<file path="config.mk">
export PLATFORM = sky130hd
export DESIGN_NAME = gray_cipher_pipe
export DESIGN_NICKNAME = d
export VERILOG_FILES = /design/src/rtl/gray_cipher_pipe.sv
export SDC_FILE = /design/constraint.sdc
export NUM_CORES = 1
export LEC_CHECK = 0
export CAP_MARGIN = 20
export CORE_MARGIN = 5
export CORE_UTILIZATION = 45
export DETAILED_ROUTE_END_ITERATION = 10
export HOLD_SLACK_MARGIN = 0.02
export PLACE_DENSITY = 0.75
export SLEW_MARGIN = 20
export SYNTH_ARGS = -nofsm -noshare
export SYNTH_HDL_FRONTEND = slang
export SYNTH_SLANG_ARGS = --single-unit
</file>
<file path="constraint.sdc">
create_clock -name clk -period 2.9 [get_ports clk]
set_input_delay 0.58 -clock clk [delete_from_list [all_inputs] [get_ports clk]]
set_output_delay 0.58 -clock clk [all_outputs]
set_load 0.05 [all_outputs]
</file>
<file path="src/rtl/gray_cipher_pipe.sv">
// ============================================================================
// Module   : gray_cipher_pipe
// Purpose  : Two-stage valid/ready pipeline implementing the one-hot <-> gray
//            cipher.
//            Encrypt: a one-hot word becomes (cipher, private key).
//            Decrypt: (cipher, private key) becomes the one-hot word.
//            Each transaction uses the public key held at the moment it is
//            accepted. Malformed inputs are flagged but still processed.
// Revision : 1.0 - initial release
// ============================================================================
`default_nettype none

module gray_cipher_pipe #(
  parameter int W = 4
) (
  input  logic                clk,
  input  logic                rst,
  input  logic                key_wr,
  input  logic [W-1:0]        key_in,
  input  logic                in_valid,
  output logic                in_ready,
  input  logic                in_mode,
  input  logic [(1<<W)-1:0]   in_onehot,
  input  logic [W-1:0]        in_cipher,
  input  logic [W-1:0]        in_prv,
  output logic                out_valid,
  input  logic                out_ready,
  output logic                out_mode,
  output logic [W-1:0]        out_cipher,
  output logic [W-1:0]        out_prv,
  output logic [(1<<W)-1:0]   out_onehot,
  output logic                out_err
);

  localparam int OHW = 1 << W;

  // Index of the highest set bit; 0 when no bit is set.
  function automatic logic [W-1:0] f_hi_idx(input logic [OHW-1:0] v);
    logic [W-1:0] r;
    r = '0;
    for (int i = 0; i < OHW; i++) begin
      if (v[i]) r = i[W-1:0];
    end
    return r;
  endfunction

  // Thermometer private key: bit k is set when popcount(g) >= k+1.
  function automatic logic [W-1:0] f_thresh(input logic [W-1:0] g);
    int cnt;
    logic [W-1:0] p;
    cnt = 0;
    for (int i = 0; i < W; i++) begin
      cnt = cnt + int'(g[i]);
    end
    for (int k = 0; k < W; k++) begin
      p[k] = (cnt > k);
    end
    return p;
  endfunction

  // Gray code to binary, MSB first.
  function automatic logic [W-1:0] f_gray2bin(input logic [W-1:0] g);
    logic [W-1:0] n;
    n[W-1] = g[W-1];
    for (int k = W - 2; k >= 0; k--) begin
      n[k] = n[k+1] ^ g[k];
    end
    return n;
  endfunction

  // --------------------------------------------------------------------------
  // State
  // --------------------------------------------------------------------------
  logic [W-1:0]   pub_q;

  // S1 holds the index b (encrypt) or the recovered gray code g (decrypt)
  // in one shared field, selected by s1_mode_q.
  logic           s1_valid_q, s1_valid_d;
  logic           s1_mode_q,  s1_mode_d;
  logic           s1_err_q,   s1_err_d;
  logic [W-1:0]   s1_val_q,   s1_val_d;
  logic [W-1:0]   s1_pub_q,   s1_pub_d;

  logic           s2_valid_q, s2_valid_d;
  logic           s2_mode_q,  s2_mode_d;
  logic           s2_err_q,   s2_err_d;
  logic [W-1:0]   s2_cipher_q, s2_cipher_d;
  logic [W-1:0]   s2_prv_q,    s2_prv_d;
  logic [OHW-1:0] s2_onehot_q, s2_onehot_d;

  logic           w_s1_adv;
  logic           w_accept;

  // --------------------------------------------------------------------------
  // Flow control: S1 may move into S2 whenever S2 is empty or draining.
  // --------------------------------------------------------------------------
  assign w_s1_adv = !s2_valid_q || out_ready;
  assign in_ready = !rst && (!s1_valid_q || w_s1_adv);
  assign w_accept = in_valid && in_ready;

  // --------------------------------------------------------------------------
  // Stage 1 next state: index / error for encrypt, gray recovery for decrypt.
  // --------------------------------------------------------------------------
  logic [W-1:0] w_enc_b;
  logic         w_enc_err;
  logic [W-1:0] w_dec_g;
  logic         w_dec_err;

  // Stage-1 datapath and register next-state selection.
  always_comb begin
    w_enc_b    = f_hi_idx(in_onehot);
    // Exactly one bit set <=> nonzero and clearing the lowest bit leaves zero.
    w_enc_err  = (in_onehot == '0) || ((in_onehot & (in_onehot - 1'b1)) != '0);
    w_dec_g    = in_cipher ^ pub_q ^ in_prv;
    w_dec_err  = (in_prv != f_thresh(w_dec_g));

    s1_valid_d = s1_valid_q;
    s1_mode_d  = s1_mode_q;
    s1_err_d   = s1_err_q;
    s1_val_d   = s1_val_q;
    s1_pub_d   = s1_pub_q;

    if (in_ready) begin
      s1_valid_d = in_valid;
    end
    if (w_accept) begin
      s1_mode_d = in_mode;
      s1_err_d  = in_mode ? w_dec_err : w_enc_err;
      s1_val_d  = in_mode ? w_dec_g   : w_enc_b;
      s1_pub_d  = pub_q;
    end
  end

  // --------------------------------------------------------------------------
  // Stage 2 next state: cipher/key generation or one-hot reconstruction.
  // --------------------------------------------------------------------------
  logic [W-1:0]   w_enc_n;
  logic [W-1:0]   w_enc_g;
  logic [W-1:0]   w_enc_p;
  logic [W-1:0]   w_dec_b;
  logic [OHW-1:0] w_dec_oh;

  // Stage-2 datapath; results of the unused mode are forced to zero.
  always_comb begin
    w_enc_n  = ~s1_val_q;
    w_enc_g  = w_enc_n ^ (w_enc_n >> 1);
    w_enc_p  = f_thresh(w_enc_g);
    w_dec_b  = ~f_gray2bin(s1_val_q);
    w_dec_oh = {{(OHW-1){1'b0}}, 1'b1} << w_dec_b;

    s2_valid_d  = s2_valid_q;
    s2_mode_d   = s2_mode_q;
    s2_err_d    = s2_err_q;
    s2_cipher_d = s2_cipher_q;
    s2_prv_d    = s2_prv_q;
    s2_onehot_d = s2_onehot_q;

    if (w_s1_adv) begin
      s2_valid_d = s1_valid_q;
      if (s1_valid_q) begin
        s2_mode_d   = s1_mode_q;
        s2_err_d    = s1_err_q;
        s2_cipher_d = s1_mode_q ? '0 : (w_enc_g ^ w_enc_p ^ s1_pub_q);
        s2_prv_d    = s1_mode_q ? '0 : w_enc_p;
        s2_onehot_d = s1_mode_q ? w_dec_oh : '0;
      end
    end
  end

  // Public key register; an accept in the same cycle still sees the old value.
  always_ff @(posedge clk or posedge rst) begin
    if (rst) begin
      pub_q <= '0;
    end else if (key_wr) begin
      pub_q <= key_in;
    end
  end

  // Stage-1 registers.
  always_ff @(posedge clk or posedge rst) begin
    if (rst) begin
      s1_valid_q <= 1'b0;
      s1_mode_q  <= 1'b0;
      s1_err_q   <= 1'b0;
      s1_val_q   <= '0;
      s1_pub_q   <= '0;
    end else begin
      s1_valid_q <= s1_valid_d;
      s1_mode_q  <= s1_mode_d;
      s1_err_q   <= s1_err_d;
      s1_val_q   <= s1_val_d;
      s1_pub_q   <= s1_pub_d;
    end
  end

  // Stage-2 (output) registers; they hold while the consumer stalls.
  always_ff @(posedge clk or posedge rst) begin
    if (rst) begin
      s2_valid_q  <= 1'b0;
      s2_mode_q   <= 1'b0;
      s2_err_q    <= 1'b0;
      s2_cipher_q <= '0;
      s2_prv_q    <= '0;
      s2_onehot_q <= '0;
    end else begin
      s2_valid_q  <= s2_valid_d;
      s2_mode_q   <= s2_mode_d;
      s2_err_q    <= s2_err_d;
      s2_cipher_q <= s2_cipher_d;
      s2_prv_q    <= s2_prv_d;
      s2_onehot_q <= s2_onehot_d;
    end
  end

  assign out_valid  = s2_valid_q;
  assign out_mode   = s2_mode_q;
  assign out_err    = s2_err_q;
  assign out_cipher = s2_cipher_q;
  assign out_prv    = s2_prv_q;
  assign out_onehot = s2_onehot_q;

endmodule

`default_nettype wire

</file>
# == Word-level counts from Yosys, hierarchy flattened ==
# Index checks and enable logic that the tools add are counted.
# Widths: inputs -> output; s select.
# totals
reg_bits,42
in_bits,34
word_cells,71
# op_classes
addsub,7
n_lt_le_gt_ge,8
n_eq_ne,1
shifts,1
muxes,20
bitwise_logic,11
reduce_logical,11
# ops
operator,count
$mux 4,16
$and 16x16->16,1
$gt 4x1->1 const B,4
$gt 4x2->1 const B,4
$logic_not 16->1,1
$mux 16,1
$reduce_bool 16->1,1
$shl 1x4->16 const A,1
$sub 16x1->16 const B,1
$xor 4x4->4,4
$add 3x1->4,2
$not 4->4,2
$add 2x1->3,2
$add 1x1->2,2
$ne 4x4->1,1
$xor 4x3->4,1
$logic_not 1->1,3
$logic_or 1x1->1,3
$xor 1x1->1,3
$logic_and 1x1->1,2
$mux 1,2
$mux 2,1
$reduce_and 2->1,1

# == Logic depth before layout (Yosys ltp) ==
# Gate-level depths: netlist of run 1.
# depth
ltp_word,16
mapped_depth,12
ltp_nobuf,12

# == Worst setup path before layout of run 1 ==
# OpenSTA, ideal clock, no wires.
# synth_timing
path_type,input port to flip-flop
start,input port in_cipher[3]
end,register s1_err_q
setup_time_ns,0.082
arrival_time_ns,2.682
setup_slack_ns,0.136
cell_stages,12
path_buffers,0
path_cell_list,xor2_1 -> xnor2_1 -> fa_1 -> inv_1 -> ha_1 -> inv_1 -> ha_1 -> nor3b_1 -> o311a_1 -> a31oi_1 -> a21oi_1 -> a31oi_1
# synth_between
elab_chain_cells,6
word_cells_on_any_way,9
# synth_rtl
item,line,source
from (decl),24,"input logic [W-1:0] in_cipher,"
$xor 4x4->4 * (2 in a row),114,w_dec_g = in_cipher ^ pub_q ^ in_prv;
$add 3x1->4 *,53,cnt = cnt + int'(g[i]);
$gt 4x1->1 / $gt 4x2->1 (equally long branches),56,p[k] = (cnt > k);
$ne 4x4->1 *,115,w_dec_err = (in_prv != f_thresh(w_dec_g));
$mux 1 *,128,s1_err_d = in_mode ? w_dec_err : w_enc_err;
to (signal assigned),190,s1_err_q <= s1_err_d;
to (decl),80,"logic s1_err_q, s1_err_d;"
# Every way passes the cells marked *; elsewhere a longest branch is shown, timed or not.
# A chain may end at the register's enable or synchronous reset.

# == Worst setup path after layout of run 1 ==
# Same ends and word-level chain as after synthesis.

==> results of run 1 <==
==> timing repair <==
action                                  4_1_cts  5_1_grt
endpoints found under the setup margin        1        1
setup buffers                                 1        0
pin swaps                                     9        7
hold buffers                                  0        0
gates resized for setup                      13        9
==> layer usage <==
metal | part of all wire | GRT usage | vias to the layer above
met5 | 0 | 0 | -
met2 | 0.47 | 0.2924 | 75
met1 | 0.44 | 0.2078 | 949
met4 | 0.0079 | 0.05150 | 0
li1 | - | - | 989
met3 | 0.081 | 0.04825 | 6
==> Yosys cell counts, types with 2 or more instances <==
master    count  share of area
a2111o_1      2         0.0097
a211oi_1      4          0.013
a21o_1        3         0.0097
a21oi_1       6          0.013
a22o_1        4          0.015
a31oi_1       2         0.0054
a32o_1        4          0.017
clkbuf_1      7          0.011
dfrtp_1      42           0.45
ha_1          8          0.043
inv_1        13          0.021
mux2_2        8          0.039
nand2_1      28          0.045
nand2b_1      6          0.016
nand3_1       3         0.0064
nor2_1       11          0.018
nor3_1        3         0.0064
nor4_1        3         0.0081
o211ai_1      3         0.0097
o21a_1        2         0.0064
o21ai_0      14          0.030
o21ai_1       4         0.0086
o31ai_1       6          0.019
or4_4         2         0.0097
xnor2_1      13          0.049
xor2_1        8          0.030
==> through the flow <==
step / setup slack [ns] / hold WS, ns / utilization / cell area [µm²] / TNS (ns)
floorplan: 0.1364 / 0.4814 / - / 2330 / 0
global placement: -0.3941 / 0.4656 / 0.6142 / 3117 / -0.3941
detailed placement: -0.5391 / 0.4737 / 0.6142 / 3117 / -0.5391
CTS: 0.008461 / 0.4905 / 0.6425 / 3261 / 0
global route: -0.009470 / 0.5178 / 0.6484 / 3291 / -0.009470
finish: 0.07481 / 0.4850 / 0.6484 / 3291 / 0
==> state kept, by name, summed over array words and instances (netlist names) <==
signal      flops
out_onehot     16
s1_pub_q        4
out_cipher      4
out_prv         4
s1_err_q        1
s1_valid_q      1
s1_mode_q       1
out_err         1
out_mode        1
pub_q           4
out_valid       1
s1_val_q        4
==> worst max-delay path by stage <==
stage / cells past startpoint / slack (ns) / to
2_1_floorplan: 12 / 0.14 / s1_err_q$_DFFE_PP0P_
3_3_place_gp: 13 / -0.39 / s1_err_q$_DFFE_PP0P_
3_5_place_dp: 13 / -0.54 / s1_err_q$_DFFE_PP0P_
4_1_cts: 13 / 0.008 / s1_err_q$_DFFE_PP0P_
5_1_grt: 13 / -0.009 / s1_err_q$_DFFE_PP0P_
6_report: 13 / 0.07 / s1_err_q$_DFFE_PP0P_
==> cells by family (layout without fill, tap and decap cells) <==
family	after synthesis	after routing	share of synthesized area
AO/OA/AOI/OAI	62	62	0.1890
XOR/XNOR	21	21	0.07895
adder cells (fa/ha/maj)	10	10	0.05586
buffers and inverters	20	97	0.03223
flip-flops	42	42	0.4511
multiplexers	10	10	0.04780
AND/OR/NAND/NOR	67	67	0.1450
==> power breakdown <==
group	internal (W)	switching, W
clock	0.000257	0.000181
combinational	0.000485	0.000655
sequential	0.000700	0.0000956
total	0.00144	0.000932
==> cell type report <==
class	instances	area, µm²
Fill cell	424	1784
Multi-Input combinational cell	170	1271
Sequential cell	42	1051
Clock inverter	1	30.03
Clock buffer	7	76.32
Timing Repair Buffer	76	725.7
Inverter	13	48.80
Tap cell	70	87.58
==> worst min-delay path: stages, from the launching register on <==
cell,delay (ns)
dfrtp_1,0.35
nand2_1,0.05
o21ai_0,0.06
==> placed cells by master (no fill, tap or decap), types with 5 or more instances in the layout <==
cell / Yosys / layout
o21ai_0: 14 / 14
a21oi_1: 6 / 6
dfrtp_1: 42 / 42
clkbuf_8: 0 / 5
nor2_1: 11 / 11
ha_1: 8 / 5
clkdlybuf4s50_1: 0 / 54
xor2_1: 8 / 5
xnor2_1: 13 / 10
inv_1: 13 / 12
o31ai_1: 6 / 6
nand2_1: 28 / 28
nand2b_1: 6 / 6
mux2_2: 8 / 8
buf_4: 0 / 15
==> impl_metrics.tcl, run 1 <==
set metrics [dict create \
    synthFlopType "dfrtp_1" \
    tightest_slew_ns 0.6046 \
    crit_chain "clkdlybuf4s15_1 > xor2_2 > xnor2_2 > fa_1 > inv_1 > ha_2 > inv_2 > ha_4 > nor3b_2 > o311a_1 > a31oi_1 > a21oi_1 > a31oi_1" \
    leakage_nw 1.417 \
    synth-edff-count 0 \
    irDropWorstVdd_mv 0.4009 \
    gr-total-overflow 0 \
    synthesis.nets 275 \
    fin_nets 351 \
    ys_seq_elements 42 \
    placementRows 26 \
    cts_root_buf "clkbuf_8" \
    grt_max_degree 29 \
    dp_hpwl_um 4183 \
    hold_path_class "flop to flop" \
    placed_cells 370 \
    drv_cap 0 \
    cts_tree "done" \
    critPathMaxFanout 3 \
    syn_area_um2 2330 \
    hold_violations 0 \
    dieArea_um2 6716 \
    reg2reg_slack_ns 0.33 \
    start_util 0.4591 \
    power_density_nw_per_um2 721.6 \
    reg2reg_to "s1_err_q$_DFFE_PP0P_" \
    r2r_start "pub_q[3]$_DFFE_PP0P_" \
    drt_first_pass_iters 4 \
    whs_endpoint "out_onehot[11]$_DFFE_PP0P_" \
    ant_nets 0 \
    clock-sinks 42 \
    setup.worst_path.start "in_cipher[3]" \
    final_period_minus_worst_setup_slack_ns 2.825 \
    hold_depth 2 \
    drc 0 \
    crit_path_start_kind "input pin" \
    fmax_mhz 354.0 \
    gp_congestion 0.8265 \
    crit_arrival_ns 3.03 \
    slowest_stage "fa_1" \
    die_width_um 81.95 \
    core_um2 5075 \
    slew_violations 0 \
    fp.dieH_um 81.95 \
    synth.avg_cell_area_um2 10.04 \
    finalCritPeriodShare 0.9742 \
    cts.clk_slew.worst_paths_ns 0.07 \
    slew-limit-headroom 0.5932 \
    grt_first_pass_wirelength_um 8907 \
    hold_start "out_onehot[11]$_DFFE_PP0P_" \
    clock_path_buffers 2 \
    routed_wl_um 5349 \
    grt_usage 0.1707 \
    syn_to_final_growth_pct 41.25 \
    crit_top_cell "a31oi_1" \
    clock_latency_ns 0.29 \
    synth_async_sr_flop_share 1.000 \
    grt_pass1_vias 2014 \
    worstSetupEndpointType "flop" \
    cp_top_family "adder cells" \
    port_buffers 61 \
    max_stage_delay_ns 0.55 \
    antenna_found_initial 0 \
    route.vias.total 2019 \
    p_total_w 0.002375 \
    final_cells 379 \
    drive_gt1_frac 0.1489 \
    critical_path_class "input pin to flop" \
    status "completed" \
    htree_levels 2 \
    antenna-diode-count 0 \
    yosysSeqAreaShare 0.4511 \
    cts-buffers-inserted 5 \
    first_iter_violations 88 \
    synth_cells 232 \
    setup_viol 0 \
    yosys_warnings 0 \
    crit_required_ns 3.10 \
    routedWlPerCell_um 14.11 \
    io_pins 62 \
    fin_skew_ns 0.006841 \
    cp_num_buf_inv 3 \
    worstRegToRegCells 11 \
    vias_per_cell 5.327 \
    synth_cell_types 49 \
]
Power figures use the tool's default switching activity.
==> run 2: changes to the inputs <==
Settings changed: HOLD_SLACK_MARGIN 0.02 to 0.1.
==> results of run 2 <==
Final layout, timing and power as in run 1 (identical DEF).
==> run 3: changes to the inputs <==
Settings changed: SLEW_MARGIN 20 to 25.
==> results of run 3 <==
Final layout, timing and power as in run 1 (identical DEF).
==> variant 1, RTL diff (settings of run 1) <==
`W`: 4 -> 2.
--- a/src/rtl/gray_cipher_pipe.sv
+++ b/src/rtl/gray_cipher_pipe.sv
@@ -11,7 +11,7 @@
 `default_nettype none
 
 module gray_cipher_pipe #(
-  parameter int W = 4
+  parameter int W = 2
 ) (
   input  logic                clk,
   input  logic                rst,
Interface: changed (7 resized); port bits go from 62 to 28. No check against the original RTL was run, so the function may have changed too.
==> variant 1 against run 1 <==
Largest power group unchanged; final area decreased by 61%; power fell by 56%; register-to-register slack gained 1.1 ns; sequential cell count is 22 lower; cell count shrank 63%; sequential share of layout area is 6.7 points higher; synthesized area shrank 60%; wire length decreased by 67%; worst setup slack improved by 0.70 ns; global-route usage fell by 4.5 points; worst hold slack got worse by 0.030 ns; sequential power is 51% lower.
==> variant 1: results (changes against run 1) <==
** Clock tree
- Clock transition at path regs :: 0.10 ns (+0.03 ns)
- Cts bufs inserted :: 3 (-2)
- Clock latency at the later pin of the worst-skew pair :: 0.31 ns (+0.02 ns)

** Yosys
- Synth cell types :: 24 (-51%)
- Synth Net Count :: 101 (-63%)
- The fraction of synthesized cell area in xor and xnor cells is 6.63% (-1.3 points).
- Average instance area after synthesis :: 10.9 um^2 (+8.3%)
- Sequential share of the synthesized area :: 54.1% (+9.0 points)

** Routing
- Routed length on met3 :: 113 um (-74%)
- The wire length on met1 came to 792 um (-67%).
- Vias/cell :: 5.01 (-6.0%)
- The routed length per instance is 12.5 um (-11%).
- Highest routed layer :: met3
- DRT iter0 DRCs :: 4 (-95%)

** Setup path
- The largest fanout of any net on the critical path is 4 (+1).
- The length in cells of the worst reg-to-reg path came to 4 (-7).
- In this run the worst setup path terminates at in_ready.
- Among cell families on the critical path, the largest total delay comes from buffers and inverters.
- The maximum cell stage delay along the critical path was 0.39 ns (-0.16 ns).
- In this run the worst setup path begins at out_ready.
- The data arrival time of the critical path came to 1.54 ns (-1.49 ns).

** Cells and area
- The final instance count without filler cells came to 142 (-63%).
- The number of nets in the layout was 132 (-62%).
- Fraction of layout cells with a size suffix above 1 :: 12.2% (-2.7 points)
- Number of flip-flops under the largest register name :: 4 (-12)

** STA
- The clock skew after layout is 0.0131 ns (+0.00624 ns).
- Period Utilization, post-route :: 73.2% (-24 points)
- The worst-margin pin slew came to 0.502 ns (-0.102 ns).
- The worst hold slack came to 0.455 ns (-0.0304 ns).

** Power and ir drop
- The leakage power figure came to 0.569 nW (-60%).
- Power Sequential :: 0.393 mW (-51%)
- The power drawn by the combinational cells was 0.421 mW (-63%).
- Maximum vdd drop :: 0.558 mV (+39%)
- Total power density per cell area :: 803 nW/um^2 (+11%)

** Placed design
- The half-perimeter wire length of the detailed placement result came to 1.40 mm (-67%).
- The final estimated routing congestion in global placement is 0.670 (-19%).
- The number of input and output port buffers inserted came to 27 (-56%).
- The placement-stage cell area came to 1240 um^2 (-60%).

** Global routing
- The met2 demand-to-capacity share in global routing was 20.9% (-8.3 points).
- Wire length of the first global-routing pass :: 3.11 mm (-65%)

** Outcome
- The flow ran to the end, and the final reports show no timing, DRC or antenna violations.
==> variant 1: changes by cell type after synthesis, sizes merged, moves of 8 or more <==
cell          run 1  this run
nor2             11         2
xnor2            13         2
ha                8         0
o21ai            18         5
nand2            28        13
dfrtp            42        20
==> variant 1: final cells by class <==
| cell class | instances | area, um^2 | area share (%) |
|---|---|---|---|
| clock buffers | 3 | 22.5 | 1.74 |
| multi-input cells | 56 | 389 | 30.1 |
| repair buffers | 29 | 295 | 22.8 |
| flip-flops and latches | 20 | 500 | 38.7 |
| clock inverters | 1 | 30.0 | 2.32 |
| well taps | 27 | 33.8 | 2.61 |
| inverters | 6 | 22.5 | 1.74 |
==> variant 1: cells by family (layout without fill, tap and decap cells) <==
kind of cell    count (synthesis)  count (layout)
compound gates                 23              23
simple gates                   20              20
mux                             6               6
buf+inv                         9              39
xor+xnor                        7               7
flops                          20              20
==> variant 2, RTL diff (config.mk and constraints of run 1) <==
Without the edit above. Take the reset off `s1_val_q` and load it in a clocked block of its own.
--- a/src/rtl/gray_cipher_pipe.sv
+++ b/src/rtl/gray_cipher_pipe.sv
@@ -182,15 +182,17 @@
       s1_valid_q <= 1'b0;
       s1_mode_q  <= 1'b0;
       s1_err_q   <= 1'b0;
-      s1_val_q   <= '0;
       s1_pub_q   <= '0;
     end else begin
       s1_valid_q <= s1_valid_d;
       s1_mode_q  <= s1_mode_d;
       s1_err_q   <= s1_err_d;
-      s1_val_q   <= s1_val_d;
       s1_pub_q   <= s1_pub_d;
     end
+  end
+
+  always_ff @(posedge clk) begin
+    s1_val_q <= s1_val_d;
   end
 
   // Stage-2 (output) registers; they hold while the consumer stalls.
Check against the original RTL: no difference found for any inputs over 10 cycles, from zero or initial values and one cycle with rst high; that may be too few to reach the edited logic, so the function may still have changed.
==> variant 2 against run 1 <==
Power down 15%; sequential cell count stayed put; final area shrank 1.7%; worst setup slack got worse by 0.024 ns; largest cell class unchanged; critical path type unchanged; clock skew about the same; wire length shrank 5.8%; synthesized area about the same; first-iteration DRC count shrank 23%.
==> variant 2: results (changes against run 1) <==
** Cells and area
- # diodes :: 0 (unchanged)
- Final net count :: 345 (-1.7%)
- Final instance count without filler cells :: 373 (-1.6%)
- Number of flip-flops under the largest register name :: 16 (unchanged)
- The fraction of layout cells with a size suffix above 1 came to 15.2% (+0.29 points).
- Fillcell total :: 445 (+5.0%)

** Yosys
- The sequential cell area fraction in the yosys report was 45.9% (+0.83 points).
- Number of flops mapped to enable cells by yosys :: 4 (+4)
- Synth cell count leaders :: 38 x sky130_fd_sc_hd__dfrtp_1, 28 x sky130_fd_sc_hd__nand2_1, 22 x sky130_fd_sc_hd__o21ai_0
- Ranked by total cell area, the synthesized netlist is headed by sky130_fd_sc_hd__dfrtp_1 41%, sky130_fd_sc_hd__edfxtp_1 5.2%, sky130_fd_sc_hd__xnor2_1 4.9%.
- The net count after synthesis is 271 (-1.5%).
- The async set-or-reset flop fraction in the synthesized netlist came to 90.5% (-9.5 points).
- The number of instances in the synthesized netlist is 228 (-1.7%).
- Most used flip-flop cell after synthesis :: sky130_fd_sc_hd__dfrtp_1
- The number of distinct library cells after synthesis was 49 (unchanged).
- Number of warnings printed during yosys synthesis :: 0 (unchanged)

** Clock tree
- The source-to-sink clock delay at the later pin of the worst-skew pair was 0.29 ns (about the same).
- The tree is rooted in a sky130_fd_sc_hd__clkbuf_8.
- Clock transition at path regs :: 0.07 ns (about the same)
- Number of levels in the clock H-tree :: 2 (unchanged)

** Power and ir drop
- The clock network power came to 0.371 mW (-15%).
- The maximum ir drop on the vdd rail came to 0.319 mV (-20%).
- Net switching component of the power :: 0.758 mW (-19%)
- Sequential share of power :: 37.6% (+4.1 points)
- The leakage power figure came to 1.34 nW (-5.7%).

** Routing
- The total routed wirelength came to 5.04 mm (-5.8%).
- The via count normalized by instance count was 5.16 (-3.2%).
- The DRC violation total after the first TritonRoute iteration is 68 (-23%).
- The first-pass detailed-route iteration total is 4 (unchanged).

** Global routing
- The fraction of met3 tracks used by global routing is 4.82% (unchanged).
- The fraction of met1 tracks used by global routing came to 19.6% (-1.2 points).
- Antenna violations before repair :: 0 (unchanged)
- The global-route wire length before repair came to 8.31 mm (-6.7%).
- The via count of the first global-routing pass is 1,833 (-9.0%).
- Global routing met2 resource utilization :: 27.9% (-1.3 points)
- Pin count of the biggest net entering global routing :: 20 (-31%)
- Total global-route track usage :: 16.3% (-0.80 points)

** Worst hold path
- Path type of the worst min-delay path :: reg -> reg

** Placed design
- The placement-stage worst setup slack is -0.506 ns (+0.0336 ns).
- The placement-stage cell area was 3090 um^2 (-0.72%).
- The half-perimeter wire length of the detailed placement result is 4.08 mm (-2.6%).
- The cell count after placement came to 364 (-1.6%).
- The final estimated routing congestion in global placement came to 0.829 (+0.34%).

** Setup path
- The data arrival time of the critical path came to 3.06 ns (+0.03 ns).
- The largest fanout of any net on the critical path was 3 (unchanged).

** Outcome
- Outcome :: completed

** STA
- Max Clock Skew :: 0.00698 ns (+0.000135 ns)
- The worst relative slew slack is 56.3% (-3.0 points).
-- variant 2: cell count changes in the layout (fill, tap and decap cells not counted), sizes merged, moves of 3 or more --
cell,before,now
a21o,3,0
clkdlybuf4s15,3,0
or4,3,0
buf,16,12
o21ai,18,22
a211oi,4,0
edfxtp,0,4
dfrtp,42,38
dlygate4sd2,2,6
-- variant 2: kinds of logic after synthesis --
group / after synthesis / share of synthesized area [%]
xor gates and xnor gates: 21 / 7.89
buffers and inverters: 17 / 2.79
adders and majority gates: 10 / 5.58
AOI/OAI and AO/OA: 54 / 16.0
and+or+nand+nor: 74 / 17.0
muxes: 10 / 4.78
DFF: 42 / 45.9
-- variant 2: worst paths after layout --
| kind | start | endpoint | slack, ns | cells after the start |
|---|---|---|---|---|
| hold reg to reg | out_prv[3] | out_prv[3] | 0.48 | 2 |
| setup reg to reg | pub_q[1] | s1_err_q | 0.33 | 11 |
| setup / recovery | in_prv[3] | s1_err_q | 0.05 | 13 |
| min in group asynchronous | rst | pub_q[2] | 0.56 | 2 |
| hold / removal | out_prv[3] | out_prv[3] | 0.48 | 2 |
| max in group asynchronous | rst | out_onehot[4] | 1.85 | 3 |
-- variant 2: worst max-delay path, stage by stage --
cell and delay (ns):
sky130_fd_sc_hd__dlygate4sd2_1 0.27, sky130_fd_sc_hd__xor2_2 0.19, sky130_fd_sc_hd__xnor2_2 0.17, sky130_fd_sc_hd__fa_1 0.55, sky130_fd_sc_hd__inv_1 0.05, sky130_fd_sc_hd__ha_2 0.18
sky130_fd_sc_hd__inv_2 0.06, sky130_fd_sc_hd__ha_4 0.20, sky130_fd_sc_hd__nor3b_2 0.16, sky130_fd_sc_hd__o311a_1 0.34, sky130_fd_sc_hd__nand3_1 0.08, sky130_fd_sc_hd__mux2i_1 0.08
sky130_fd_sc_hd__a41oi_2 0.15
-- variant 2: timing repair --
item | CTS | global route
setup endpoints to repair | 1 | 1
setup buffers | 1 | 0
pin swaps | 8 | 2
resized for setup | 13 | 1
-- variant 2: final cells by class --
type                    instances  area (um^2)  area share [%]
clock buffers                   7         86.3            2.67
repair buffers                 72          696            21.5
inverters                      12         45.0            1.39
flip-flops and latches         42         1070            33.1
clock inverters                 1         5.00           0.155
multi-input cells             169         1240            38.5
well taps                      70         87.6            2.71
-- variant 2: stage by stage --
step	util, %	setup TNS, ns	power, mW
after floorplan	-	0	1.31
after global placement	61.0	-0.344	1.59
after CTS	63.6	0	2.04
final	63.8	0	2.02
after detailed placement	61.0	-0.506	1.62
after global routing	63.8	0	2.14
-- variant 2: routing by layer --
layer | wire [um] | part of all wire [%] | up-vias
met5 | 0 | 0 | -
met4 | 57 | 1.1 | 0
met3 | 328 | 6.5 | 5
met2 | 2430 | 48 | 49
li1 | - | - | 962
met1 | 2220 | 44 | 907
